[config.mk]
export PLATFORM = sky130hd
export DESIGN_NAME = scan_chain_ctrl
export DESIGN_NICKNAME = d
export VERILOG_FILES = /design/src/rtl/scan_pkg.sv /design/src/rtl/scan_bit_counter.sv /design/src/rtl/scan_chain_ctrl.sv
export SDC_FILE = /design/constraint.sdc
export NUM_CORES = 1
export LEC_CHECK = 0
export BUFFER_PORTS_ARGS = -buffer_cell sky130_fd_sc_hd__buf_2
export CORE_MARGIN = 3
export CORE_UTILIZATION = 25
export CTS_CLUSTER_DIAMETER = 80
export DETAILED_ROUTE_END_ITERATION = 7
export PLACE_DENSITY = 0.4
export RECOVER_POWER = 25
export SYNTH_ARGS = -nofsm -noshare
export SYNTH_HDL_FRONTEND = slang
export SYNTH_SLANG_ARGS = --single-unit
[constraint.sdc]
create_clock -name clk -period 1.5 [get_ports clk]
set_input_delay 0.3 -clock clk [delete_from_list [all_inputs] [get_ports clk]]
set_output_delay 0.3 -clock clk [all_outputs]
set_load 0.005 [all_outputs]
[src/rtl/scan_pkg.sv]
// Shared definitions for the scan chain and its controller.
package scan_pkg;

    // Default chain length; scan_chain and scan_chain_ctrl both default to this.
    localparam int DEF_CHAIN_LEN = 4;

    // Controller sequencing states.
    typedef enum logic [2:0] {
        StIdle    = 3'd0,
        StShift   = 3'd1,
        StCapture = 3'd2,
        StUnload  = 3'd3,
        StDone    = 3'd4
    } scan_state_e;

endpackage

[src/rtl/scan_bit_counter.sv]
// Bit counter shared by the shift-in and unload phases.
// Counts 0..LAST while enabled, wraps to 0 after LAST, and flags LAST on tc.
module scan_bit_counter #(
    parameter int unsigned CNT_W = 3,
    parameter int unsigned LAST  = 3
) (
    input  logic clk,
    input  logic clr,
    input  logic en,
    output logic tc
);

    localparam logic [CNT_W-1:0] LastVal = CNT_W'(LAST);

    logic [CNT_W-1:0] cnt;

    // Count register: clear has priority, wrap on terminal count.
    always_ff @(posedge clk) begin
        if (clr) begin
            cnt <= '0;
        end else if (en) begin
            cnt <= tc ? '0 : cnt + 1'b1;
        end
    end

    assign tc = (cnt == LastVal);

endmodule

[src/rtl/scan_chain_ctrl.sv]
// Scan chain controller: loads a parallel pattern serially into the chain,
// performs one functional capture cycle, then unloads the response serially
// and presents it as a parallel word.
module scan_chain_ctrl
    import scan_pkg::*;
#(
    parameter  int CHAIN_LEN = DEF_CHAIN_LEN,
    localparam int CNT_W     = $clog2(CHAIN_LEN + 1)
) (
    input  logic                 clk,
    input  logic                 rst,
    input  logic [CHAIN_LEN-1:0] pat_data,
    input  logic                 pat_valid,
    output logic                 pat_ready,
    output logic                 scan_en,
    output logic                 scan_in,
    input  logic                 scan_out,
    output logic [CHAIN_LEN-1:0] resp_data,
    output logic                 resp_valid,
    input  logic                 resp_ready,
    output logic                 busy
);

    scan_state_e          state;
    logic [CHAIN_LEN-1:0] pat_q;
    logic                 cnt_en;
    logic                 cnt_tc;

    // The counter runs only while bits are moving through the chain.
    assign cnt_en = (state == StShift) || (state == StUnload);

    scan_bit_counter #(
        .CNT_W (CNT_W),
        .LAST  (CHAIN_LEN - 1)
    ) u_cnt (
        .clk (clk),
        .clr (rst),
        .en  (cnt_en),
        .tc  (cnt_tc)
    );

    assign pat_ready = (state == StIdle);
    assign busy      = (state != StIdle);

    // Sequencer with registered chain controls and response word.
    always_ff @(posedge clk) begin
        if (rst) begin
            state      <= StIdle;
            scan_en    <= 1'b0;
            scan_in    <= 1'b0;
            resp_data  <= '0;
            resp_valid <= 1'b0;
            pat_q      <= '0;
        end else begin
            unique case (state)
                StIdle: begin
                    if (pat_valid) begin
                        // Bit 0 goes out immediately; the remainder waits in pat_q.
                        scan_in <= pat_data[0];
                        pat_q   <= pat_data >> 1;
                        scan_en <= 1'b1;
                        state   <= StShift;
                    end
                end
                StShift: begin
                    if (cnt_tc) begin
                        scan_en <= 1'b0;
                        scan_in <= 1'b0;
                        state   <= StCapture;
                    end else begin
                        scan_in <= pat_q[0];
                        pat_q   <= pat_q >> 1;
                    end
                end
                StCapture: begin
                    scan_en <= 1'b1;
                    scan_in <= 1'b0;
                    state   <= StUnload;
                end
                StUnload: begin
                    // First bit out is the flop that received pat_data[0]; shift
                    // in from the top so it lands in bit 0 after CHAIN_LEN samples.
                    resp_data <= {scan_out, resp_data[CHAIN_LEN-1:1]};
                    if (cnt_tc) begin
                        scan_en    <= 1'b0;
                        resp_valid <= 1'b1;
                        state      <= StDone;
                    end
                end
                StDone: begin
                    if (resp_ready) begin
                        resp_valid <= 1'b0;
                        state      <= StIdle;
                    end
                end
                default: begin
                    state <= StIdle;
                end
            endcase
        end
    end

endmodule

==> results.yml <==
clock_tree:
  clkSinkCount: 16
  cts-htree-levels: 1
  clock_tree_from_tritoncts: "yes"
  clock_tree.root_cell: "sky130_fd_sc_hd__clkbuf_4"
  worstSkewPairLatency_ns: 0.28
  tritoncts.num_buffers: 3
  cts_max_path_buffers: 2
  clk_pin_slew_worst_paths_ns: 0.09
  hold_fix_buffers_cts: 0
synth:
  post_synthesis_cell_type_with_the_largest_combined_area: "sky130_fd_sc_hd__dfxtp_1"
  mappedNetlistNets: 97
  syn-cell-area_um2: 719
  synth.ff_latch_count: 16
  synthesis.yosys.warnings: 0
  cell_variety_after_synth: 22
  yosys-top-cells-area: "sky130_fd_sc_hd__dfxtp_1, sky130_fd_sc_hd__a21oi_1, sky130_fd_sc_hd__nand2_1, sky130_fd_sc_hd__nand3_1, sky130_fd_sc_hd__o21ai_0"
  synth_area_per_inst_um2: 8.27
  synthesis.instances: 87
  synth.top_cell.area_share_pct: 44.5
  synth-seq-area-share_pct: 44.5
sta:
  fin_crit_ns: 1.45
  final-max-slew-violation-count: 0
  timing.hold.ws_ns: 0.278
  worst_slew_pin_slew_ns: 0.355
  finalCritPeriodShare_pct: 96.9
  setup_repair_after_global_routing_missed_its_margin: "yes"
  slew-limit-headroom_pct: 76.1
  fmax_mhz: 688
  finalSetupViolCount: 0
  fin_worst_skew_ns: 0.00372
  timing_hold_violations_final: 0
drt:
  route.detailed.wl_per_inst_um: 11.3
  detailedRoute.firstIterationViolations: 16
  num_vias: 649
  post-route-drc-count: 0
  wl_um: 1580
  antenna_left: 0
  detailedRoute.firstPassIterationCount: 3
  detail_route.vias_per_cell: 4.64
critical_path:
  critical_path.max_stage_delay_ns: 0.37
  regToRegStartpoint: "u_cnt.cnt[0]"
  ff2ff_setup_slack_ns: 0.14
  critical_path_peak_fanout: 2
  cp.required_ns: 1.20
  endpoint: "pat_ready"
  r2r.worst_path.cells: 5
  worst-path-buf-inv: 2
  count_of_cell_instances_traversed_by_the_critical_path: 3
  timing.critical_path.max_delay_family: "simple AND/OR/NAND/NOR gates"
  critical_path.startpoint_type: "flip-flop"
  critical_path_cell_sequence: "or3_1 > inv_1 > buf_2"
  critPathCaptureType: "output pin"
  critical_path_data_arrival_time_ns: 1.15
  crit_type: "flip-flop to output pin"
  crit_start: "state[1]"
  worst_path_max_delay_cell: "sky130_fd_sc_hd__or3_1"
  timing.rr.end: "pat_q[0]"
finish:
  antenna-diode-count: 0
  stdcell_area_um2: 901
  finish.net_count: 122
  most_common_cell_after_layout_fill_and_taps_aside: "sky130_fd_sc_hd__buf_2"
  multi_input_logic_area_um2: 358
  post_route_cells_drive_above_1_share_pct: 28.2
  register_area_um2: 330
  fillCellCount: 300
  most-common-layout-cells: "sky130_fd_sc_hd__buf_2, sky130_fd_sc_hd__dfxtp_1, sky130_fd_sc_hd__a21oi_1"
  area_growth_syn_to_layout_pct: 25.2
global_routing:
  grt_remaining_overflow: 0
  grt_use_total_pct: 10.0
  grt_max_degree: 17
  grt_pass1_vias: 591
  grt_pass1_wl_um: 2710
  antenna_found_initial: 0
pwr:
  internal-power_mw: 0.584
  netSwitchingPower_mw: 0.193
  powerDensity_mw_per_mm2: 863
  share_comb_of_total_power_pct: 13.5
  power_frac_seq_pct: 57.8
  finalPower_mw: 0.778
  leakagePower_nw: 0.359
  power.switching_fraction_pct: 24.9
  worst_ir_drop_vdd_mv: 0.479
  power_frac_clock_pct: 28.7
floorplan:
  floorplan.rows: 18
  floorplan.die_area_mm2: 0.00356
  start_util_pct: 27.5
  ios: 18
  die_w_um: 59.6
  core_area_mm2: 0.00261
  die_h_um: 59.6
placement:
  post_dp_cell_area_um2: 846
  io_buffer_count: 17
  post-dp-hpwl_um: 1140
  gp_congestion: 0.710
worst_hold_path:
  hold_path.class: "input pin to flip-flop"
run_status:
  status: "finished clean"
flow_run:
  max_cap_viol_count: 0
how the worst min path moves through the flow:
| stage | startpoint | to | slack (ns) | cells after the start |
|---|---|---|---|---|
| 2_1_floorplan | rst | pat_q[0] | 0.37 | 1 |
| 3_3_place_gp | resp_data[0] | resp_data[0] | 0.44 | 2 |
| 3_5_place_dp | resp_data[0] | resp_data[0] | 0.45 | 2 |
| 4_1_cts | scan_out | resp_data[3] | 0.27 | 3 |
| 5_1_grt | scan_out | resp_data[3] | 0.28 | 3 |
| 6_report | scan_out | resp_data[3] | 0.28 | 3 |
sequential cells by signal, summed over array words and instances, names as in the netlist:
| signal | cells |
|---|---|
| resp_data | 4 |
| pat_q | 3 |
| state | 3 |
| u_cnt.cnt | 3 |
| resp_valid | 1 |
| scan_en | 1 |
| scan_in | 1 |
what timing repair did:
action	CTS	global route
gates resized for setup	5	1
setup endpoints to repair	2	4
setup buffers	4	0
pin swaps	0	4
gates cloned	0	0
final cells by class:
class                           count  area share, %
Timing Repair Buffer               26           16.1
Sequential cell                    16           36.7
Tap cell                           30           4.17
Multi-Input combinational cell     63           39.7
Inverter                            2          0.833
Clock buffer                        3           2.50
logic make-up after synthesis:
kind of cell | synth area share, %
xor gates and xnor gates | 2.44
adders and majority gates | 1.74
buffers and inverters | 5.74
DFF | 44.5
AOI/OAI and AO/OA | 16.5
and+or+nand+nor | 29.0
worst min-delay path: stages:
cell                      delay, ns
sky130_fd_sc_hd__buf_2         0.10
sky130_fd_sc_hd__nand3_1       0.07
sky130_fd_sc_hd__a21oi_1       0.05
synthesized netlist by cell type:
master / number
sky130_fd_sc_hd__dfxtp_1: 16
sky130_fd_sc_hd__a21oi_1: 11
sky130_fd_sc_hd__nand2_1: 10
sky130_fd_sc_hd__nor2_1: 8
sky130_fd_sc_hd__nand3_1: 7
sky130_fd_sc_hd__o21ai_0: 6
sky130_fd_sc_hd__nand2b_1: 4
sky130_fd_sc_hd__a311oi_1: 3
sky130_fd_sc_hd__buf_2: 3
sky130_fd_sc_hd__nor3_1: 3
sky130_fd_sc_hd__clkbuf_1: 2
sky130_fd_sc_hd__inv_1: 2
sky130_fd_sc_hd__nor2b_1: 2
sky130_fd_sc_hd__xnor2_1: 2
sky130_fd_sc_hd__a211oi_1: 1
sky130_fd_sc_hd__and3b_4: 1
sky130_fd_sc_hd__buf_6: 1
sky130_fd_sc_hd__ha_1: 1
sky130_fd_sc_hd__nand3b_1: 1
sky130_fd_sc_hd__nor4_1: 1
sky130_fd_sc_hd__nor4_4: 1
sky130_fd_sc_hd__or3_1: 1
power by group through the flow:
| stage | Sequential, mW | Combinational, mW | Clock (mW) |
|---|---|---|---|
| 2_1_floorplan | 0.460 | 0.0648 | 0 |
| 3_3_place_gp | 0.466 | 0.0940 | 0 |
| 3_5_place_dp | 0.466 | 0.0939 | 0 |
| 4_1_cts | 0.449 | 0.108 | 0.240 |
| 5_1_grt | 0.452 | 0.119 | 0.251 |
| 6_report | 0.450 | 0.105 | 0.223 |
per-stage QoR:
| step | setup TNS, ns | util (%) | cells | setup slack, ns |
|---|---|---|---|---|
| 6_report | 0 | 34.5 | 140 | 0.0459 |
| 5_1_grt | -0.00474 | 34.5 | 140 | -0.00474 |
| 3_3_place_gp | 0 | 32.4 | 133 | 0.0916 |
| 2_1_floorplan | 0 | - | 87 | 0.124 |
| 3_5_place_dp | 0 | 32.4 | 133 | 0.0283 |
| 4_1_cts | 0 | 34.7 | 140 | 0.00476 |
metal layers:
layer | part of all wire, % | track usage (%) | wire length (um) | vias up
met1 | 53 | 14.6 | 834 | 288
met4 | 0 | 1.90 | 0 | 0
met3 | 6.0 | 4.58 | 95 | 0
met5 | 0 | 0 | 0 | -
met2 | 41 | 13.4 | 649 | 14
li1 | - | - | - | 347
Note: power is estimated with default switching activity, not from simulation.
